**src/rtl/calc2_pkg.sv**
```systemverilog
// Shared types for the calc2 request port: command/response encodings,
// the buffered request record and a small command classifier.
package calc2_pkg;

  typedef enum logic [3:0] {
    CMD_NOP = 4'd0,
    CMD_ADD = 4'd1,
    CMD_SUB = 4'd2,
    CMD_SHL = 4'd5,
    CMD_SHR = 4'd6
  } cmd_e;

  typedef enum logic [1:0] {
    RESP_NONE = 2'd0,
    RESP_OK   = 2'd1,
    RESP_ERR  = 2'd2
  } resp_e;

  // cmd is kept as raw bits so invalid encodings survive to the executor
  typedef struct packed {
    logic [3:0]  cmd;
    logic [1:0]  tag;
    logic [31:0] op1;
    logic [31:0] op2;
  } req_t;

  function automatic logic is_shift(input logic [3:0] cmd);
    return (cmd == CMD_SHL) || (cmd == CMD_SHR);
  endfunction

endpackage

```
**src/rtl/calc2_port_responder_if.sv**
```systemverilog
// calc2 request/response port: the initiator drives req_*, the responder
// drives the response and drop indication.
interface calc2_port_responder_if;
  logic [3:0]  req_cmd_in;
  logic [31:0] req_data_in;
  logic [1:0]  req_tag_in;
  logic [1:0]  out_resp;
  logic [31:0] out_data;
  logic [1:0]  out_tag;
  logic        drop_err;

  modport master (
    output req_cmd_in, req_data_in, req_tag_in,
    input  out_resp, out_data, out_tag, drop_err
  );

  modport slave (
    input  req_cmd_in, req_data_in, req_tag_in,
    output out_resp, out_data, out_tag, drop_err
  );
endinterface

```
**src/rtl/calc2_req_fifo.sv**
```systemverilog
// In-order request buffer; a push into a full FIFO succeeds when a pop
// happens in the same cycle.
module calc2_req_fifo
  import calc2_pkg::*;
#(
  parameter int DEPTH = 4
) (
  input  logic clk,
  input  logic rst,
  input  logic push_i,
  input  logic pop_i,
  input  req_t data_i,
  output req_t data_o,
  output logic full_o,
  output logic empty_o
);
  localparam int AW = $clog2(DEPTH);

  req_t          mem_q [DEPTH];
  logic [AW-1:0] wr_q, rd_q;
  logic [AW:0]   cnt_q;
  logic          do_push_s, do_pop_s;

  assign empty_o   = (cnt_q == (AW+1)'(0));
  assign full_o    = (cnt_q == (AW+1)'(DEPTH));
  assign do_pop_s  = pop_i && !empty_o;
  assign do_push_s = push_i && (!full_o || do_pop_s);
  assign data_o    = mem_q[rd_q];

  always_ff @(posedge clk) begin
    if (do_push_s) begin
      mem_q[wr_q] <= data_i;
    end
  end

  always_ff @(posedge clk) begin
    if (rst) begin
      wr_q  <= AW'(0);
      rd_q  <= AW'(0);
      cnt_q <= (AW+1)'(0);
    end else begin
      if (do_push_s) wr_q <= wr_q + AW'(1);
      if (do_pop_s)  rd_q <= rd_q + AW'(1);
      cnt_q <= cnt_q + (AW+1)'(do_push_s) - (AW+1)'(do_pop_s);
    end
  end
endmodule

```
**src/rtl/calc2_port_responder.sv**
```systemverilog
// calc2 responder: two-cycle request capture, in-order buffering, and an
// executor with a one-bit-per-cycle shifter producing one response per request.
module calc2_port_responder
  import calc2_pkg::*;
#(
  parameter int FIFO_DEPTH = 4
) (
  input logic                   c_clk,
  input logic                   reset,
  calc2_port_responder_if.slave bus
);
  localparam logic [0:0] CAP_OP1 = 1'b0;
  localparam logic [0:0] CAP_OP2 = 1'b1;
  localparam logic [1:0] EX_IDLE = 2'd0;
  localparam logic [1:0] EX_EXEC = 2'd1;
  localparam logic [1:0] EX_RESP = 2'd2;

  logic [0:0]  cap_state_q, cap_state_d;
  logic [3:0]  cap_cmd_q, cap_cmd_d;
  logic [1:0]  cap_tag_q, cap_tag_d;
  logic [31:0] cap_op1_q, cap_op1_d;
  logic [1:0]  ex_state_q, ex_state_d;
  logic [3:0]  ex_cmd_q, ex_cmd_d;
  logic [1:0]  ex_tag_q, ex_tag_d;
  logic [31:0] acc_q, acc_d, opb_q, opb_d;
  logic [4:0]  cnt_q, cnt_d;
  logic [1:0]  resp_q, resp_d, tag_q, tag_d;
  logic [31:0] data_q, data_d;
  logic        drop_q, drop_d;
  logic        push_s, pop_s, fifo_full_s, fifo_empty_s, done_s;
  req_t        push_req_s, head_s;
  logic [32:0] sum_s;
  logic [31:0] step_s, res_data_s;
  logic [1:0]  res_resp_s;

  always_comb begin
    cap_state_d = cap_state_q;
    cap_cmd_d   = cap_cmd_q;
    cap_tag_d   = cap_tag_q;
    cap_op1_d   = cap_op1_q;
    if (cap_state_q == CAP_OP1) begin
      if (bus.req_cmd_in != 4'd0) begin
        cap_cmd_d   = bus.req_cmd_in;
        cap_tag_d   = bus.req_tag_in;
        cap_op1_d   = bus.req_data_in;
        cap_state_d = CAP_OP2;
      end else begin
        cap_state_d = CAP_OP1;
      end
    end else begin
      cap_state_d = CAP_OP1;
    end
  end

  assign push_s     = (cap_state_q == CAP_OP2);
  assign push_req_s = '{cmd: cap_cmd_q, tag: cap_tag_q, op1: cap_op1_q, op2: bus.req_data_in};
  assign pop_s      = !fifo_empty_s && ((ex_state_q == EX_IDLE) || (ex_state_q == EX_RESP));

  calc2_req_fifo #(.DEPTH(FIFO_DEPTH)) u_fifo (
    .clk     (c_clk),
    .rst     (reset),
    .push_i  (push_s),
    .pop_i   (pop_s),
    .data_i  (push_req_s),
    .data_o  (head_s),
    .full_o  (fifo_full_s),
    .empty_o (fifo_empty_s)
  );

  // Result of the operation currently in EXEC; shifts finish on a count of 0 or 1
  always_comb begin
    sum_s      = {1'b0, acc_q} + {1'b0, opb_q};
    step_s     = (ex_cmd_q == CMD_SHL) ? {acc_q[30:0], 1'b0} : {1'b0, acc_q[31:1]};
    done_s     = !is_shift(ex_cmd_q) || (cnt_q <= 5'd1);
    res_resp_s = RESP_ERR;
    res_data_s = 32'd0;
    case (ex_cmd_q)
      CMD_ADD: begin
        if (!sum_s[32]) begin
          res_resp_s = RESP_OK;
          res_data_s = sum_s[31:0];
        end else begin
          res_resp_s = RESP_ERR;
        end
      end
      CMD_SUB: begin
        if (opb_q <= acc_q) begin
          res_resp_s = RESP_OK;
          res_data_s = acc_q - opb_q;
        end else begin
          res_resp_s = RESP_ERR;
        end
      end
      CMD_SHL, CMD_SHR: begin
        res_resp_s = RESP_OK;
        res_data_s = (cnt_q == 5'd0) ? acc_q : step_s;
      end
      default: res_resp_s = RESP_ERR;
    endcase
  end

  always_comb begin
    ex_state_d = ex_state_q;
    ex_cmd_d   = ex_cmd_q;
    ex_tag_d   = ex_tag_q;
    acc_d      = acc_q;
    opb_d      = opb_q;
    cnt_d      = cnt_q;
    resp_d     = resp_q;
    data_d     = data_q;
    tag_d      = tag_q;
    drop_d     = push_s && fifo_full_s && !pop_s;
    case (ex_state_q)
      EX_IDLE, EX_RESP: begin
        resp_d = RESP_NONE;
        data_d = 32'd0;
        tag_d  = 2'd0;
        if (pop_s) begin
          ex_cmd_d   = head_s.cmd;
          ex_tag_d   = head_s.tag;
          acc_d      = head_s.op1;
          opb_d      = head_s.op2;
          cnt_d      = head_s.op2[4:0];
          ex_state_d = EX_EXEC;
        end else begin
          ex_state_d = EX_IDLE;
        end
      end
      EX_EXEC: begin
        if (done_s) begin
          resp_d     = res_resp_s;
          data_d     = res_data_s;
          tag_d      = ex_tag_q;
          ex_state_d = EX_RESP;
        end else begin
          acc_d = step_s;
          cnt_d = cnt_q - 5'd1;
        end
      end
      default: begin
        resp_d     = RESP_NONE;
        data_d     = 32'd0;
        tag_d      = 2'd0;
        ex_state_d = EX_IDLE;
      end
    endcase
  end

  always_ff @(posedge c_clk) begin
    if (reset) begin
      cap_state_q <= CAP_OP1;
      cap_cmd_q   <= 4'd0;
      cap_tag_q   <= 2'd0;
      cap_op1_q   <= 32'd0;
      ex_state_q  <= EX_IDLE;
      ex_cmd_q    <= 4'd0;
      ex_tag_q    <= 2'd0;
      acc_q       <= 32'd0;
      opb_q       <= 32'd0;
      cnt_q       <= 5'd0;
      resp_q      <= 2'd0;
      data_q      <= 32'd0;
      tag_q       <= 2'd0;
      drop_q      <= 1'b0;
    end else begin
      cap_state_q <= cap_state_d;
      cap_cmd_q   <= cap_cmd_d;
      cap_tag_q   <= cap_tag_d;
      cap_op1_q   <= cap_op1_d;
      ex_state_q  <= ex_state_d;
      ex_cmd_q    <= ex_cmd_d;
      ex_tag_q    <= ex_tag_d;
      acc_q       <= acc_d;
      opb_q       <= opb_d;
      cnt_q       <= cnt_d;
      resp_q      <= resp_d;
      data_q      <= data_d;
      tag_q       <= tag_d;
      drop_q      <= drop_d;
    end
  end

  assign bus.out_resp = resp_q;
  assign bus.out_data = data_q;
  assign bus.out_tag  = tag_q;
  assign bus.drop_err = drop_q;
endmodule

```
**src/flat_wrapper.sv**
```systemverilog
// flat-port wrapper written by rule: the top's interface ports become plain ports
module calc2_port_responder_flat import calc2_pkg::*;
#(
  parameter int FIFO_DEPTH = 4
)
  (c_clk, reset, bus_req_cmd_in, bus_req_data_in, bus_req_tag_in, bus_out_resp, bus_out_data, bus_out_tag, bus_drop_err);
  calc2_port_responder_if bus_i ();
  input logic c_clk;
  input logic reset;
  input wire logic [$bits(bus_i.req_cmd_in)-1:0] bus_req_cmd_in;
  input wire logic [$bits(bus_i.req_data_in)-1:0] bus_req_data_in;
  input wire logic [$bits(bus_i.req_tag_in)-1:0] bus_req_tag_in;
  output wire logic [$bits(bus_i.out_resp)-1:0] bus_out_resp;
  output wire logic [$bits(bus_i.out_data)-1:0] bus_out_data;
  output wire logic [$bits(bus_i.out_tag)-1:0] bus_out_tag;
  output wire logic [$bits(bus_i.drop_err)-1:0] bus_drop_err;
  assign bus_i.req_cmd_in = bus_req_cmd_in;
  assign bus_i.req_data_in = bus_req_data_in;
  assign bus_i.req_tag_in = bus_req_tag_in;
  assign bus_out_resp = bus_i.out_resp;
  assign bus_out_data = bus_i.out_data;
  assign bus_out_tag = bus_i.out_tag;
  assign bus_drop_err = bus_i.drop_err;
  calc2_port_responder #(.FIFO_DEPTH(FIFO_DEPTH)) u_core (.c_clk(c_clk), .reset(reset), .bus(bus_i));
endmodule
```
**config.mk**
```make
export PLATFORM = sky130hd
export DESIGN_NAME = calc2_port_responder_flat
export DESIGN_NICKNAME = d
export VERILOG_FILES = /design/src/rtl/calc2_pkg.sv /design/src/rtl/calc2_port_responder_if.sv /design/src/rtl/calc2_req_fifo.sv /design/src/rtl/calc2_port_responder.sv /design/src/flat_wrapper.sv
export SDC_FILE = /design/constraint.sdc
export NUM_CORES = 1
export LEC_CHECK = 0
export CORE_ASPECT_RATIO = 1.75
export CORE_MARGIN = 2
export CORE_UTILIZATION = 60
export CTS_CLUSTER_DIAMETER = 150
export CTS_CLUSTER_SIZE = 8
export DETAILED_ROUTE_END_ITERATION = 6
export HOLD_SLACK_MARGIN = 0.02
export PLACE_DENSITY = 0.79
export SKIP_CTS_REPAIR_TIMING = 1
export SLEW_MARGIN = 10
export SYNTH_ARGS = -nofsm -noshare
export SYNTH_HDL_FRONTEND = slang
export SYNTH_SLANG_ARGS = --single-unit
```
**constraint.sdc**
```tcl
create_clock -name c_clk -period 3.4 [get_ports c_clk]
set_input_delay 0.85 -clock c_clk [delete_from_list [all_inputs] [get_ports c_clk]]
set_output_delay 0.85 -clock c_clk [all_outputs]
set_load 0.03 [all_outputs]
```
Word-level counts from Yosys, hierarchy flattened
Memory sizes are Yosys's and may differ from the RTL's. A register that Yosys moved wholly into a read port is not among the register bits.
Cells that the tools add are included.
{"block": "op_classes", "n_lt_le_gt_ge": 2, "eq_ne": 10, "bitwise_logic": 2, "mux": 22, "reduce_logical": 25, "addsub": 7}
{"cell": "32-bit two-way mux", "count": 6}
{"cell": "32-bit one-hot mux with 3 select lines", "count": 1}
{"cell": "32-bit one-hot mux with 2 select lines", "count": 1}
{"cell": "32-bit by 32-bit adder with 33-bit output", "count": 1}
{"cell": "32-bit <= comparator", "count": 1}
{"cell": "32-bit subtractor", "count": 1}
{"cell": "2-bit two-way mux", "count": 5}
{"cell": "5-bit two-way mux", "count": 2}
{"cell": "5-bit one-hot mux with 2 select lines", "count": 1}
{"cell": "4-bit by 3-bit == test with 1-bit output, second input constant", "count": 2}
{"cell": "2-bit OR reduction", "count": 4}
{"cell": "2-bit one-hot mux with 3 select lines", "count": 1}
{"cell": "5-bit by 1-bit <= comparator with 1-bit output, second input constant", "count": 1}
{"cell": "1-bit logical AND", "count": 5}
{"cell": "5-bit zero test", "count": 1}
{"cell": "5-bit by 1-bit subtractor with 5-bit output, second input constant", "count": 1}
{"cell": "2-bit by 1-bit adder with 2-bit output, second input constant", "count": 2}
{"cell": "4-bit by 1-bit == test with 1-bit output, second input constant", "count": 1}
{"cell": "4-bit by 2-bit == test with 1-bit output, second input constant", "count": 1}
{"cell": "1-bit zero test", "count": 4}
{"cell": "1-bit logical OR", "count": 4}
{"cell": "1-bit two-way mux", "count": 4}
{"cell": "2-bit by 1-bit inequality test with 1-bit output, second input constant", "count": 2}
{"cell": "2-bit one-hot mux with 2 select lines", "count": 1}
{"cell": "other kinds (13)", "count": 15}
{"block": "word_totals", "ff_bits": 160, "wordCells": 86, "input_bits": 40, "mem_count": 1, "ram_bits": 280, "output_inout_bits": 37}
{"name": "u_core.u_fifo.mem_q", "words": 4, "width": 70, "rd": 1, "rd_clocked_by_memory_dff": 1, "write_ports": 1, "line": "calc2_req_fifo.sv:19", "source": "req_t mem_q [DEPTH];"}

Logic depth before layout (Yosys ltp)
{"block": "depth", "depth_word": 8, "depth_mapped": 15, "ltp_nobuf": 13}

Hierarchy
From an unflattened synthesis, not the netlist that was laid out.
{"block": "hier_totals", "cells_unflattened": 1843, "area_unflattened_um2": 20905.0}
{"mod": "calc2_req_fifo", "cells_each": 413, "area_per_inst_um2": 10588.9, "n_inst": 1, "seq_area_each_um2": 8588.2}
{"mod": "calc2_port_responder", "cells_each": 1430, "area_per_inst_um2": 10316.1, "n_inst": 1, "seq_area_each_um2": 3062.9}

Least setup slack after synthesis
No wires, ideal clock.
{"block": "synth_timing", "kind": "flip-flop to flip-flop", "from": "reg u_core.opb_q[18]", "to": "reg u_core.data_q[12] (netlist: u_core.bus.out_data[12])", "period_less_slack_ps": 2990, "setup_slack_ps": 410, "stages_incl_launch_ff": 13, "required_time_ps": 3272, "arrival_time_ps": 2862, "setup_time_ps": 128, "n_path_buf": 1, "path_cell_list": "dfxtp_1 -> inv_1 -> ha_1 -> or4_4 -> nor3_4 -> nand3_2 -> o311ai_4 -> o21ai_2 -> a21o_1 -> buf_6 -> a221o_1 -> a21oi_1 -> o21ai_1"}
{"block": "synth_between", "elab_chain_cells": 3, "word_cells_on_any_way": 5, "classes_between": "1 x add/sub; 1 x order compare; 3 x mux"}
{"item": "start, declared", "line": "calc2_port_responder.sv:25", "source": "logic [31:0] acc_q, acc_d, opb_q, opb_d;"}
{"item": "start signal, assigned", "line": "calc2_port_responder.sv:174", "source": "opb_q <= opb_d;"}
{"item": "32-bit by 32-bit adder with 33-bit output or 32-bit <= comparator (tied branches)", "line": "calc2_port_responder.sv:72, calc2_port_responder.sv:87"}
{"item": "32-bit two-way mux, on equally long branches", "line": "calc2_port_responder.sv:79, calc2_port_responder.sv:87"}
{"item": "32-bit one-hot mux with 3 select lines *", "line": "calc2_port_responder.sv:77", "source": "case (ex_cmd_q)"}
{"item": "end signal, assigned", "line": "calc2_port_responder.sv:177", "source": "data_q <= data_d;"}
{"item": "end, declared", "line": "calc2_port_responder.sv:28", "source": "logic [31:0] data_q, data_d;"}
Every way passes the cells marked *; elsewhere a longest branch is shown, timed or not.
A chain may end at the register's enable or synchronous reset.

Worst setup path after layout
{"block": "layout_timing", "from": "reg u_core.opb_q[18]", "to": "reg u_core.data_q[1] (netlist: u_core.bus.out_data[1])"}
Same word-level chain as after synthesis.

==> impl_metrics.ini <==
[worst_setup_path]
r2r_cells = 13
r2r_end = u_core.bus.out_data[1]
worst_setup_path_end_kind = flop
cpMaxStageDelayCell = or4_4
worstPathArrival_ps = 3830
r2r_slack_ps = 50
required_ps = 3870
r2r_start = u_core.opb_q[18]
critPathKind = reg -> reg
crit_path_cell_trace = inv_1, ha_1, or4_4, nor3_4, nand3_2, o311ai_4, o21ai_2, a21o_1, buf_12, a21oi_1, buf_4, o21ai_1, and2_1
critPathLaunchType = flop
critPathMaxStageDelay_ps = 570
path_max_fanout = 24

[routing]
firstDrtPassIters = 6
drc = 0
antenna_left = 0
post_drt_wl_per_cell_um = 24.52
vias_per_cell = 6.410
dr.first_iter.drc_count = 1415
vias = 15670
drt-total-wl_um = 59950

[logic_synthesis]
avgSynthCellArea_sq_um = 11.45
ys_warn_count = 0
synth_edf_count = 280
yosysTopAreaCell = edfxtp_1
synth_fp_nets = 1917
netlist_area_sq_um = 20620
seq_area_frac_synth = 0.5649
synth_top_area_frac = 0.4077
synthArstFlopShare = 0
syn_inst = 1802
synth_cell_types = 80
synthTopCellsByArea = edfxtp_1 41%, dfxtp_1 16%, mux4_2 7.6%
ys.flop_type = edfxtp_1
synth_seq_cells = 442

[timing]
fin_hold_ws_ps = 446.3
tightest_slew_ps = 861.8
final-hold-violation-count = 0
slew_headroom = 0.4234
setup_viol = 0
fin_crit_sh = 0.9864
rsz0062_at_grt = yes
min_period_ps = 3354
final_max_slew_viol_count = 0
max_freq_ghz = 0.2982
finalClockSkew_ps = 21.49

[power]
netSwitchingFraction = 0.4134
seqPwrFrac = 0.290
powerDensity_nw_per_um2 = 998.6
combPwrFrac = 0.481
p_leak_nw = 8.842
clkPwrFrac = 0.229
p_total_w = 0.02447
p_switching_w = 0.01012
p_int_w = 0.01435
peakVddDrop_mv = 0.7128

[final_layout]
areaGrowthSynthToFinish_pct = 18.80
drive_above_1_share = 0.1578
n_antenna_cell = 0
nets = 2067
stdcell_count = 2445
design_area_sq_um = 24500

[worst_hold_path]
hold_end = u_core.bus.out_data[17]
hold_start = u_core.bus.out_data[17]
hold_depth = 2
min_path_type = reg -> reg

[placed_design]
place_congestion = 0.9063
portBuffers = 76
dp.cells = 2344
placed_area_sq_um = 22640
place_hpwl_um = 38360

[global_route]
antenna_found_initial = 0
grt_pass1_vias = 15830
grt_pass1_wl_um = 91490
grt_max_degree = 125
grt_usage = 0.3351
grt.overflow.total = 0

[clock_tree]
ctsLongestPathBuffers = 3
clock-sinks = 442
cts_tree = yes
root_buffer = clkbuf_16
clk_pin_slew_worst_paths_ps = 60
cts_buffers = 61
insertion_delay_ps = 600
htree_levels = 2

[floorplanning]
die_height_um = 249.3
row_count = 89
initial_core_util = 0.6093
die_w_um = 144.2
core_area_sq_um = 33850
ios = 77
die-area_sq_um = 35930

[run_status]
status = complete, no violations

[job]
maxCapViolations = 0
-- routing by layer --
metal,track usage,wire length (um),part of all wire
met2,0.5882,31620,0.53
met1,0.4207,22100,0.37
met4,0.1226,2029,0.034
met5,0,0,0
met3,0.04575,4203,0.070
-- Yosys cell counts, drive strengths merged, types with 3 or more instances --
library cell	n
edfxtp	280
a21oi	215
nand2	212
dfxtp	162
nor2	146
o21ai	83
inv	82
clkbuf	81
ha	72
mux4	70
a211oi	54
buf	36
mux2i	31
nor3	26
nand3	17
a221o	16
o221ai	15
a21o	14
nand2b	14
o21bai	11
o31ai	11
a22oi	10
and2	10
nor4	10
nor2b	9
o22ai	8
a221oi	7
a22o	7
a31oi	7
and3	7
nand4	6
o211ai	6
or3	6
a2111oi	5
a31o	4
o31a	4
or2	4
xnor2	4
fa	3
o21a	3
o221a	3
or4	3
-- placed cells by master (no fill, tap or decap), types with 70 or more instances in the layout --
| master | instances |
|---|---|
| a21oi_1 | 211 |
| buf_4 | 115 |
| clkdlybuf4s50_1 | 75 |
| dfxtp_1 | 159 |
| edfxtp_1 | 280 |
| ha_1 | 72 |
| inv_1 | 79 |
| mux4_2 | 70 |
| nand2_1 | 212 |
| nor2_1 | 144 |
-- how the worst max path moves through the flow --
stage,from,endpoint,slack [ps],depth (start not counted)
6_report,u_core.opb_q[18],u_core.bus.out_data[1],50,13
5_1_grt,u_core.opb_q[12],u_core.bus.out_data[9],-20,15
4_1_cts,u_core.opb_q[12],u_core.bus.out_data[29],-110,14
3_5_place_dp,u_core.opb_q[12],u_core.bus.out_data[29],-100,14
3_3_place_gp,u_core.opb_q[12],u_core.bus.out_data[31],-20,14
2_1_floorplan,u_core.opb_q[18],u_core.bus.out_data[12],410,12
-- critical path, delay by kind of cell, from the launching register on --
family	cells	cell delay, ps
AO/OA/AOI/OAI	5	1120
adder cells (fa/ha/maj)	1	300
buffers and inverters	3	420
flip-flops	1	380
AND/OR/NAND/NOR	4	1010
-- flip-flops by register name, summed over array words and instances, names as in the netlist, named ones only --
signal	count
u_core.cap_state_q	1
u_core.u_fifo.rd_q	2
u_core.bus.out_tag	2
u_core.ex_tag_q	2
u_core.opb_q	32
u_core.cap_tag_q	2
u_core.cap_op1_q	32
u_core.bus.out_resp	2
u_core.cnt_q	5
u_core.bus.drop_err	1
u_core.u_fifo.wr_q	2
u_core.u_fifo.cnt_q	3
u_core.ex_cmd_q	4
u_core.cap_cmd_q	4
u_core.acc_q	32
u_core.ex_state_q	2
u_core.u_fifo.mem_q	280
u_core.bus.out_data	32
-- cells by family after synthesis --
kind of cell | Yosys count | share of synthesized area
buf+inv | 199 | 0.03840
simple gates | 476 | 0.1000
flops | 442 | 0.5649
compound gates | 503 | 0.1560
mux | 101 | 0.09148
xor+xnor | 6 | 0.002548
fa+ha+maj | 75 | 0.04659
-- power by group through the flow --
stage	registers (W)	clock network (W)	logic, W
6_report	0.00710	0.00560	0.0118
5_1_grt	0.00717	0.00584	0.0127
4_1_cts	0.00708	0.00564	0.0114
3_5_place_dp	0.00716	0	0.0112
3_3_place_gp	0.00710	0	0.0111
2_1_floorplan	0.00703	0	0.00727
-- stage by stage --
step | TNS [ps] | setup slack [ps] | util
after detailed placement | -199.2 | -99.61 | 0.6689
after global placement | -18.84 | -18.84 | 0.6689
after CTS | -237.4 | -108.4 | 0.7207
after floorplan | 0 | 410.5 | -
after global routing | -15.61 | -15.61 | 0.7238
final | 0 | 46.23 | 0.7238
-- final cells by class --
| type | count | area, sq um |
|---|---|---|
| Clock buffer | 98 | 1687 |
| Clock inverter | 3 | 68.82 |
| Fill cell | 2275 | 9350 |
| Inverter | 82 | 307.8 |
| Multi-Input combinational cell | 1161 | 8318 |
| Sequential cell | 442 | 11660 |
| Tap cell | 455 | 569.3 |
| Timing Repair Buffer | 204 | 1894 |
(Power assumes the default switching activity.)
